<file path="src/rtl/alu_op_issue.sv">
// alu_op_issue: decodes MIPS instructions into ALU controls behind a 2-entry skid buffer.
// Define ALU_ISSUE_VAR_SHIFT_EN to decode sllv/srlv/srav; otherwise they decode as illegal.
module alu_op_issue (
  input  logic        clk,
  input  logic        rst,
  input  logic        in_valid,
  output logic        in_ready,
  input  logic [31:0] instr,
  input  logic        flush,
  output logic        out_valid,
  input  logic        out_ready,
  output logic [4:0]  alu_ctr,
  output logic [4:0]  shamt,
  output logic        use_imm,
  output logic [31:0] imm,
  output logic        ovf_chk,
  output logic        illegal
);
  typedef struct packed {
    logic [4:0]  alu_ctr;
    logic [4:0]  shamt;
    logic        use_imm;
    logic [31:0] imm;
    logic        ovf_chk;
    logic        illegal;
  } fields_t;
  localparam fields_t RST_F = fields_t'({5'd31, 40'd0});
  function automatic fields_t f(input logic [4:0] c, input logic u, input logic [31:0] i, input logic o);
    return {c, 5'd0, u, i, o, 1'b0};
  endfunction
  logic [5:0]  op, fn;
  logic [4:0]  rc;
  logic [31:0] sx, zx;
  fields_t     dec, main_q, skid_q;
  logic        main_v, skid_v, accept, unused_bits;
  assign op = instr[31:26];
  assign fn = instr[5:0];
  assign sx = {{16{instr[15]}}, instr[15:0]};
  assign zx = {16'h0, instr[15:0]};
  assign unused_bits = ^instr[25:16];
  always_comb begin
    rc = 5'd31;
    case (fn)
      6'h20: rc = 5'd0;
      6'h21: rc = 5'd1;
      6'h22: rc = 5'd2;
      6'h23: rc = 5'd3;
      6'h24: rc = 5'd4;
      6'h25: rc = 5'd5;
      6'h26: rc = 5'd6;
      6'h27: rc = 5'd14;
      6'h00: rc = 5'd8;
      6'h02: rc = 5'd9;
      6'h03: rc = 5'd11;
      6'h2A: rc = 5'd12;
      6'h2B: rc = 5'd13;
`ifdef ALU_ISSUE_VAR_SHIFT_EN
      6'h04: rc = 5'd15;
      6'h06: rc = 5'd16;
      6'h07: rc = 5'd18;
`endif
      default: rc = 5'd31;
    endcase
  end
  // codes above 14 are the variable shifts, which take their amount from rs
  always_comb begin
    dec = fields_t'({5'd31, 39'd0, 1'b1});
    case (op)
      6'h00: if (rc != 5'd31) dec = {rc, rc > 5'd14 ? 5'd0 : instr[10:6], 1'b0, 32'd0, fn == 6'h20 || fn == 6'h22, 1'b0};
      6'h08: dec = f(5'd0, 1'b1, sx, 1'b1);
      6'h09: dec = f(5'd1, 1'b1, sx, 1'b0);
      6'h0A: dec = f(5'd12, 1'b1, sx, 1'b0);
      6'h0B: dec = f(5'd13, 1'b1, sx, 1'b0);
      6'h0C: dec = f(5'd4, 1'b1, zx, 1'b0);
      6'h0D: dec = f(5'd5, 1'b1, zx, 1'b0);
      6'h0E: dec = f(5'd6, 1'b1, zx, 1'b0);
      6'h0F: dec = f(5'd30, 1'b1, {instr[15:0], 16'h0}, 1'b0);
      6'h23, 6'h2B: dec = f(5'd1, 1'b1, sx, 1'b0);
      6'h04, 6'h05: dec = f(5'd3, 1'b0, sx, 1'b0);
      default: ;
    endcase
  end
  assign in_ready  = !skid_v && !flush;
  assign accept    = in_valid && in_ready;
  assign out_valid = main_v;
  assign {alu_ctr, shamt, use_imm, imm, ovf_chk, illegal} = main_q;
  always_ff @(posedge clk or posedge rst) begin
    if (rst) begin
      main_v <= 1'b0;
      skid_v <= 1'b0;
      main_q <= RST_F;
      skid_q <= RST_F;
    end else if (flush) begin
      main_v <= 1'b0;
      skid_v <= 1'b0;
    end else if (skid_v) begin
      if (out_ready) begin
        main_q <= skid_q;
        skid_v <= 1'b0;
      end
    end else if (accept && main_v && !out_ready) begin
      skid_q <= dec;
      skid_v <= 1'b1;
    end else if (accept) begin
      main_q <= dec;
      main_v <= 1'b1;
    end else if (out_ready) begin
      main_v <= 1'b0;
    end
  end
endmodule

</file>
<file path="config.mk">
export PLATFORM = sky130hd
export DESIGN_NAME = alu_op_issue
export DESIGN_NICKNAME = d
export VERILOG_FILES = /design/src/rtl/alu_op_issue.sv
export SDC_FILE = /design/constraint.sdc
export NUM_CORES = 1
export LEC_CHECK = 0
export CORE_MARGIN = 2
export CORE_UTILIZATION = 56
export DETAILED_ROUTE_END_ITERATION = 10
export PLACE_DENSITY = 0.92
export REMOVE_ABC_BUFFERS = 1
export SLEW_MARGIN = 20
export SYNTH_ARGS = -nofsm -noshare
export SYNTH_HDL_FRONTEND = slang
export SYNTH_SLANG_ARGS = --single-unit
</file>
<file path="constraint.sdc">
create_clock -name clk -period 4.5 [get_ports clk]
set_input_delay 0.675 -clock clk [delete_from_list [all_inputs] [get_ports clk]]
set_output_delay 0.675 -clock clk [all_outputs]
set_load 0.02 [all_outputs]
</file>
==> flow_summary.toml <==
[outcome]
status = "finished clean"

[synth]
yosys_register_bits = 92
synthFlopType = "dfrtp_1"
synth_warnings = 0
ys_async_sr_fraction_pct = 100.0
avgSynthCellArea_sq_um = 9.187
syn_inst = 464
synth_edf_count = 0
netlist_area_sq_um = 4263
synth_cell_types = 49
yosysSeqAreaShare_pct = 54.30

[flow_run]
drv_cap = 0

[drt]
final_antenna_net_count = 0
drcViolationCount = 0
drt-pass1-iter-count = 5
wl_per_cell_um = 17.84
routed_wl_mm = 11.13
dr.first_iter.drc_count = 358
vias = 3888
viasPerCell = 6.231

[timing]
slew_headroom_pct = 24.43
tns_ps = 0
final_max_slew_viol_count = 0
fin_skew_ps = 15.23
fin_crit_ps = 2836
worst_pin_slew_ps = 1129
timing.fmax_ghz = 0.3527
finalHoldViolCount = 0
fin_ws_ps = 1664
post-route-period-util_pct = 63.01
finalSetupViolCount = 0
rsz0062_at_grt = "no"

[global_route]
grt.total_usage_pct = 27.70
antenna_found_initial = 0
first_global_vias = 3810
grt_overflow = 0
grt_max_degree = 54
grt_first_pass_wirelength_mm = 18.42

[floorplan]
die_h_um = 91.25
core_area_sq_um = 7331
dieArea_sq_um = 8326
rows = 31
initial_core_util_pct = 58.15
io_pins = 84
die_width_um = 91.25

[final_layout]
syn_to_final_growth_pct = 22.78
final_core_util_pct = 71.39
layout-drive-gt1-share_pct = 8.381
diodes = 0
nets = 557

[worst_setup_path]
arrival_ps = 3040
endpoint_kind = "flip-flop"
path_max_fanout = 15
timing.critical_path.from_type = "input pin"
critical_path_class = "in -> reg"
cp.required_ps = 4700

[power_and_ir_drop]
vdd_ir_drop_max_mv = 0.1791
p_leak_nw = 2.277
power_density_nw_per_um2 = 377.5

[cts]
cts_sinks = 92
ctsHtreeMaxLevel = 3
cts-buffers-inserted = 9
path_clk_slew_ps = 90
clock-root-buffer = "clkbuf_8"
cts_resized = 0
cts_tree = "done"
cts_hold_buf = 0
post_cts_buffers = 0
clkLatencyLatePin_ps = 370
cts.path.max_buffers = 2

[place]
gp_congestion = 0.8092
portBuffers = 73
dpl_worst_slack_ps = 1355
dp_hpwl_mm = 7.215

[min_path]
hold_class = "reg -> reg"
## flip-flops by register name, indices dropped and copies added, names as in the netlist
signal     count
ovf_chk        1
out_valid      1
alu_ctr        5
imm           32
illegal        1
skid_q        45
skid_v         1
shamt          5
use_imm        1
## layout by cell type, fill, tap and decap left out, types with 6 or more instances in the layout
cell             count
clkbuf_8             9
o21ai_0             65
nor2_1              33
and3_1              26
inv_1                6
a21oi_1             44
a31oi_1              7
buf_4                8
dfstp_2             10
clkdlybuf4s50_1     73
a22oi_1             15
a221o_1              6
nand2_1             80
dfrtp_1             82
## path summary, 6_finish.rpt
check,end,depth (start not counted),startpoint,slack [ps]
worst max-delay path,skid_q[28],6,instr[31],1660
worst min-delay path,skid_q[15],2,skid_q[15],490
worst max register to register,imm[18],6,skid_v,1880
worst min register to register,skid_q[15],2,skid_q[15],490
max in group asynchronous,imm[18],3,rst,2670
min in group asynchronous,imm[10],2,rst,710
## layout make-up
type	instances	area, sq um
timing repair buffer	81	790.8
inverter	7	27.53
clock inverter	6	72.57
multi-input combinational	329	1777
tap	99	123.9
fill	523	2097
sequential	92	2315
clock buffer	10	127.6
## where the power goes
group	switching [mW]	internal (mW)
registers	0.0619	0.948
clock network	0.309	0.262
logic	0.228	0.168
## per-layer routing
metal | GRT usage (%) | up-vias | routed length [um]
li1 | - | 1755 | -
met1 | 38.69 | 1888 | 4653
met2 | 44.32 | 221 | 5312
met3 | 4.813 | 24 | 952
met4 | 9.091 | 0 | 212
met5 | 0 | - | 0
## cells in the mapped netlist, types with 2 or more instances
| master | number | area (sq um) |
|---|---|---|
| dfrtp_1 | 82 | 2052 |
| nand2_1 | 80 | 300.3 |
| o21ai_0 | 65 | 325.3 |
| a21oi_1 | 44 | 220.2 |
| nor2_1 | 33 | 123.9 |
| clkbuf_1 | 30 | 112.6 |
| and3_1 | 26 | 162.7 |
| a22oi_1 | 15 | 112.6 |
| dfstp_2 | 10 | 262.8 |
| a31oi_1 | 7 | 43.79 |
| inv_1 | 7 | 26.28 |
| a221o_1 | 6 | 60.06 |
| a22o_1 | 5 | 43.79 |
| buf_2 | 4 | 20.02 |
| nand3_1 | 4 | 20.02 |
| nor3_1 | 4 | 20.02 |
| nor4_1 | 4 | 25.02 |
| a21boi_0 | 3 | 22.52 |
| nand2b_1 | 2 | 12.51 |
| nor2_2 | 2 | 12.51 |
| nor2b_1 | 2 | 12.51 |
| or3_1 | 2 | 12.51 |
## metrics by stage
stage / area, sq um / hold slack, ps / instances / total power, mW
finish: 5234 / 485.2 / 624 / 1.976
global route: 5234 / 499.6 / 624 / 2.062
CTS: 5228 / 487.7 / 624 / 1.974
detailed placement: 5027 / 468.3 / 608 / 1.417
global placement: 5027 / 453.3 / 608 / 1.394
floorplan: 4111 / 441.8 / 428 / 1.216
## cells by family (layout without fill, tap and decap cells)
logic type,count (synthesis),count (layout),share of synthesized area [%]
simple gates,169,169,18.52
buf+inv,43,104,4.168
flops,92,92,54.30
compound gates,160,160,23.01
## critical path, stage by stage
cell,delay [ps]
clkdlybuf4s50_1,710
nand2b_1,260
a21oi_1,90
o21a_1,230
nor2_1,860
a21oi_1,200
Power figures use the tool's default switching activity.
==> RTL edit 1, RTL diff (same settings) <==
The option `ALU_ISSUE_VAR_SHIFT_EN` is turned on by a define.
--- a/src/rtl/alu_op_issue.sv
+++ b/src/rtl/alu_op_issue.sv
@@ -1,5 +1,7 @@
 // alu_op_issue: decodes MIPS instructions into ALU controls behind a 2-entry skid buffer.
 // Define ALU_ISSUE_VAR_SHIFT_EN to decode sllv/srlv/srav; otherwise they decode as illegal.
+`define ALU_ISSUE_VAR_SHIFT_EN
+
 module alu_op_issue (
   input  logic        clk,
   input  logic        rst,
Function: changed (Yosys sat finds a counterexample within 4 cycles, from zero or initial values and one cycle with rst high).
==> RTL edit 1 against the original RTL <==
Clock skew decreased by 8.1 ps. Final area rose by 1.8%. Via count rose by 0.95%. Count of clock-buffer cells in the layout increased by 2. Total power decreased by 2.8%. Wire length decreased by 0.21%. Area after synthesis rose by 2.7%. Sequential cell count stayed put. Fmax decreased by 1.5%. Worst setup slack worse by 43 ps. Critical path type unchanged.
==> RTL edit 1: results (changes against the original RTL) <==
met3 WL 730 µm (was 952 µm); worst-margin pin slew 1150 ps (was 1130 ps); CP max-delay cell clkdlybuf4s50_1 (was nor2_1); status completed (unchanged); R2R setup slack 1830 ps (was 1880 ps); Leakage 2.19 nW (was 2.28 nW); share of post-route cells with drive strength above 1 7.22% (was 8.38%); critical path fanouts, max 14 (was 15); Final Cell Area 0.00533 mm² (was 0.00523 mm²); critical path launch point instr[30] (was instr[31]); first-pass GRT wire length 18.4 mm (about the same); inverters 6 (was 7); DR WL met2 5.61 mm (was 5.31 mm); peak supply drop 0.210 mV (was 0.179 mV); register area share after synthesis 52.9% (was 54.3%); clk_lat worst skew 350 ps (was 370 ps); grt met1 use 35.7% (was 38.7%); hold_ws 465 ps (was 485 ps); Synth top cells by count 82 x dfrtp_1, 80 x nand2_1, 58 x a21oi_1 (was 82 x dfrtp_1, 80 x nand2_1, 65 x o21ai_0); Routed WL per cell 16.9 µm (was 17.8 µm); placed wire-length estimate 7.31 mm (was 7.22 mm); DR vias/cell 5.98 (was 6.23); met3 Use GR 4.07% (was 4.81%); number of clock-tree buffers in the layout 12 (was 10); Critical Path End shamt[3] (was skid_q[28]); M2 GR Usage 44.6% (was 44.3%)
RTL edit 1: cells by family (layout without fill, tap and decap cells):
| kind of cell | Yosys count | count (layout) |
|---|---|---|
| AO/OA/AOI/OAI | 161 | 161 |
| AND/OR/NAND/NOR | 195 | 195 |
| multiplexers | 2 | 2 |
| flip-flops | 92 | 92 |
| buffers and inverters | 45 | 104 |
RTL edit 1: worst min path at each step:
stage,startpoint,to
floorplan,skid_q[33],skid_q[33]
global placement,skid_q[41],skid_q[41]
detailed placement,skid_q[44],skid_q[44]
CTS,skid_q[44],skid_q[44]
global route,skid_q[41],skid_q[41]
finish,skid_q[44],skid_q[44]
RTL edit 1: power breakdown:
group          total, mW  switching (mW)  internal, mW
sequential          1.01          0.0614         0.951
clock              0.467           0.271         0.197
combinational      0.441           0.246         0.195
total               1.92           0.578          1.34
RTL edit 1: worst reg2reg max path, cell delays in order (launching register included):
cell      delay, ps
dfrtp_1         370
buf_4           300
nor2_1          240
o221a_2         220
nand2b_1         50
buf_4           220
nor2_1          920
a21oi_1         200
==> RTL edit 2, RTL diff (config.mk and constraints unchanged) <==
Made on the original files. Register the output `ovf_chk`, with the module's reset; this adds one clock of latency there. The other outputs are not delayed to match.
--- a/src/rtl/alu_op_issue.sv
+++ b/src/rtl/alu_op_issue.sv
@@ -21,10 +21,12 @@
     logic [4:0]  shamt;
     logic        use_imm;
     logic [31:0] imm;
-    logic        ovf_chk;
+    logic        ovf_chk_d;
     logic        illegal;
   } fields_t;
   localparam fields_t RST_F = fields_t'({5'd31, 40'd0});
+
+  logic ovf_chk_d;
   function automatic fields_t f(input logic [4:0] c, input logic u, input logic [31:0] i, input logic o);
     return {c, 5'd0, u, i, o, 1'b0};
   endfunction
@@ -83,7 +85,7 @@
   assign in_ready  = !skid_v && !flush;
   assign accept    = in_valid && in_ready;
   assign out_valid = main_v;
-  assign {alu_ctr, shamt, use_imm, imm, ovf_chk, illegal} = main_q;
+  assign {alu_ctr, shamt, use_imm, imm, ovf_chk_d, illegal} = main_q;
   always_ff @(posedge clk or posedge rst) begin
     if (rst) begin
       main_v <= 1'b0;
@@ -108,5 +110,13 @@
       main_v <= 1'b0;
     end
   end
+  always_ff @(posedge clk or posedge rst) begin
+    if (rst) begin
+      ovf_chk <= '0;
+    end else begin
+      ovf_chk <= ovf_chk_d;
+    end
+  end
+
 endmodule
 
Formal check against the unedited RTL: not equivalent (a bounded check fails within 4 cycles, from zero or initial values and one cycle with rst high).
==> RTL edit 2 against the original RTL <==
Worst hold slack got worse by 82 ps. Critical path depth stayed put. Total power increased by 3.8%. Wire length up 4.8%. Worst setup slack worse by 14 ps. First-iteration DRC count grew 32%. Area after synthesis rose by 0.59%. Fmax fell by 0.49%. Register-to-register slack worse by 180 ps. Sequential cell count is 1 higher. Final area is 0.79% higher. Critical endpoint is now skid_q[32].
==> RTL edit 2: results (changes against the original RTL) <==
postcts setup bufs 0 (unchanged); peak supply drop 0.231 mV (was 0.179 mV); vias in the first global route 3,781 (was 3,810); Detail Route Antenna Nets 0 (unchanged); Worst Hold Class flop to flop (unchanged); Synth top cells by count 83 x dfrtp_1, 80 x nand2_1, 65 x o21ai_0 (was 82 x dfrtp_1, 80 x nand2_1, 65 x o21ai_0); max reg flops 45 (unchanged); post_cts resized 0 (unchanged); # H-tree levels 3 (unchanged); clk_lat worst skew 370 ps (about the same); Crit path max-delay family simple AND/OR/NAND/NOR gates (unchanged); nets 558 (was 557); largest net degree at the start of global routing 66 (was 54); register area share after synthesis 54.6% (was 54.3%); CTS Buffer Depth 2 (unchanged); vias 3,957 (was 3,888); clk_skew 9.88 ps (was 15.2 ps); CTS root buffer clkbuf_8 (unchanged); critical path fanouts, max 15 (unchanged); Worst-path clk slew 90 ps (about the same); initial antenna violation count 0 (unchanged); first-pass GRT wire length 19.0 mm (was 18.4 mm); status completed (unchanged); CP max-delay cell nor2_1 (unchanged); worst-margin pin slew 1080 ps (was 1130 ps); global placement routability congestion 0.792 (was 0.809); share of post-route cells with drive strength above 1 8.56% (was 8.38%); Buffers on Ports 73 (unchanged); Routed WL per cell 18.7 µm (was 17.8 µm); drt first pass iters 6 (was 5); CP peak stage delay 840 ps (was 860 ps); Leakage 2.30 nW (was 2.28 nW); GRT Util Overall 28.5% (was 27.7%); synth top area cells dfrtp_1 48%, o21ai_0 7.6%, nand2_1 7.0% (unchanged); YS warnings 0 (unchanged); Biggest register skid_q (unchanged); Antenna Cells 0 (unchanged); CP Data Required Time 4710 ps (was 4700 ps); fraction of registers with async set/reset 100% (unchanged); DRT iter0 DRCs 474 (was 358); Yosys cell types 49 (unchanged); DRC violation count after routing 0 (unchanged); CTS Buf Count 9 (unchanged); placed wire-length estimate 7.20 mm (was 7.22 mm)
## RTL edit 2: cells by family (layout without fill, tap and decap cells)
logic type             count (synthesis)  in the layout  synth area share (%)
buffers and inverters                 43            104                  4.14
DFF                                   93             93                  54.6
and+or+nand+nor                      169            169                  18.4
AOI/OAI and AO/OA                    160            160                  22.9
## RTL edit 2: worst paths after layout
check                           from          to  slack, ps  cells past startpoint
hold / removal             ovf_chk_d     ovf_chk        400                      0
setup reg to reg              skid_v     imm[17]       1700                      7
hold reg to reg            ovf_chk_d     ovf_chk        400                      0
setup / recovery           instr[31]  skid_q[32]       1650                      6
max in group asynchronous        rst     imm[29]       2780                      3
min in group asynchronous        rst     ovf_chk        800                      2
## RTL edit 2: report_power, final
part | leakage [nW] | total (mW) | switching, mW | internal (mW)
combinational | 1.00 | 0.397 | 0.230 | 0.167
clock | 0.106 | 0.632 | 0.318 | 0.315
sequential | 1.20 | 1.02 | 0.0645 | 0.957
total | 2.30 | 2.05 | 0.612 | 1.44
## RTL edit 2: through the flow
step	instance area, µm²	util [%]	setup WS (ps)	std cells
final	5280	72.0	1650	625
after global placement	5050	68.9	1420	609
after floorplan	4140	-	1190	429
after detailed placement	5050	68.9	1360	609
after CTS	5270	71.9	1720	625
after global routing	5280	72.0	1530	625
## RTL edit 2: layer usage
layer	track usage (%)	up-vias	part of all wire, %
met3	4.56	46	8.3
met1	39.7	1918	41
met2	44.0	243	47
met4	13.1	0	3.2
met5	0	-	0
li1	-	1750	-
## RTL edit 2: cell type report
type	instances	area, µm²
inverter	7	28.8
clock buffer	9	124
tap	99	124
timing repair buffer	81	791
clock inverter	7	97.6
multi-input combinational	329	1770
sequential	93	2340
fill	499	2060
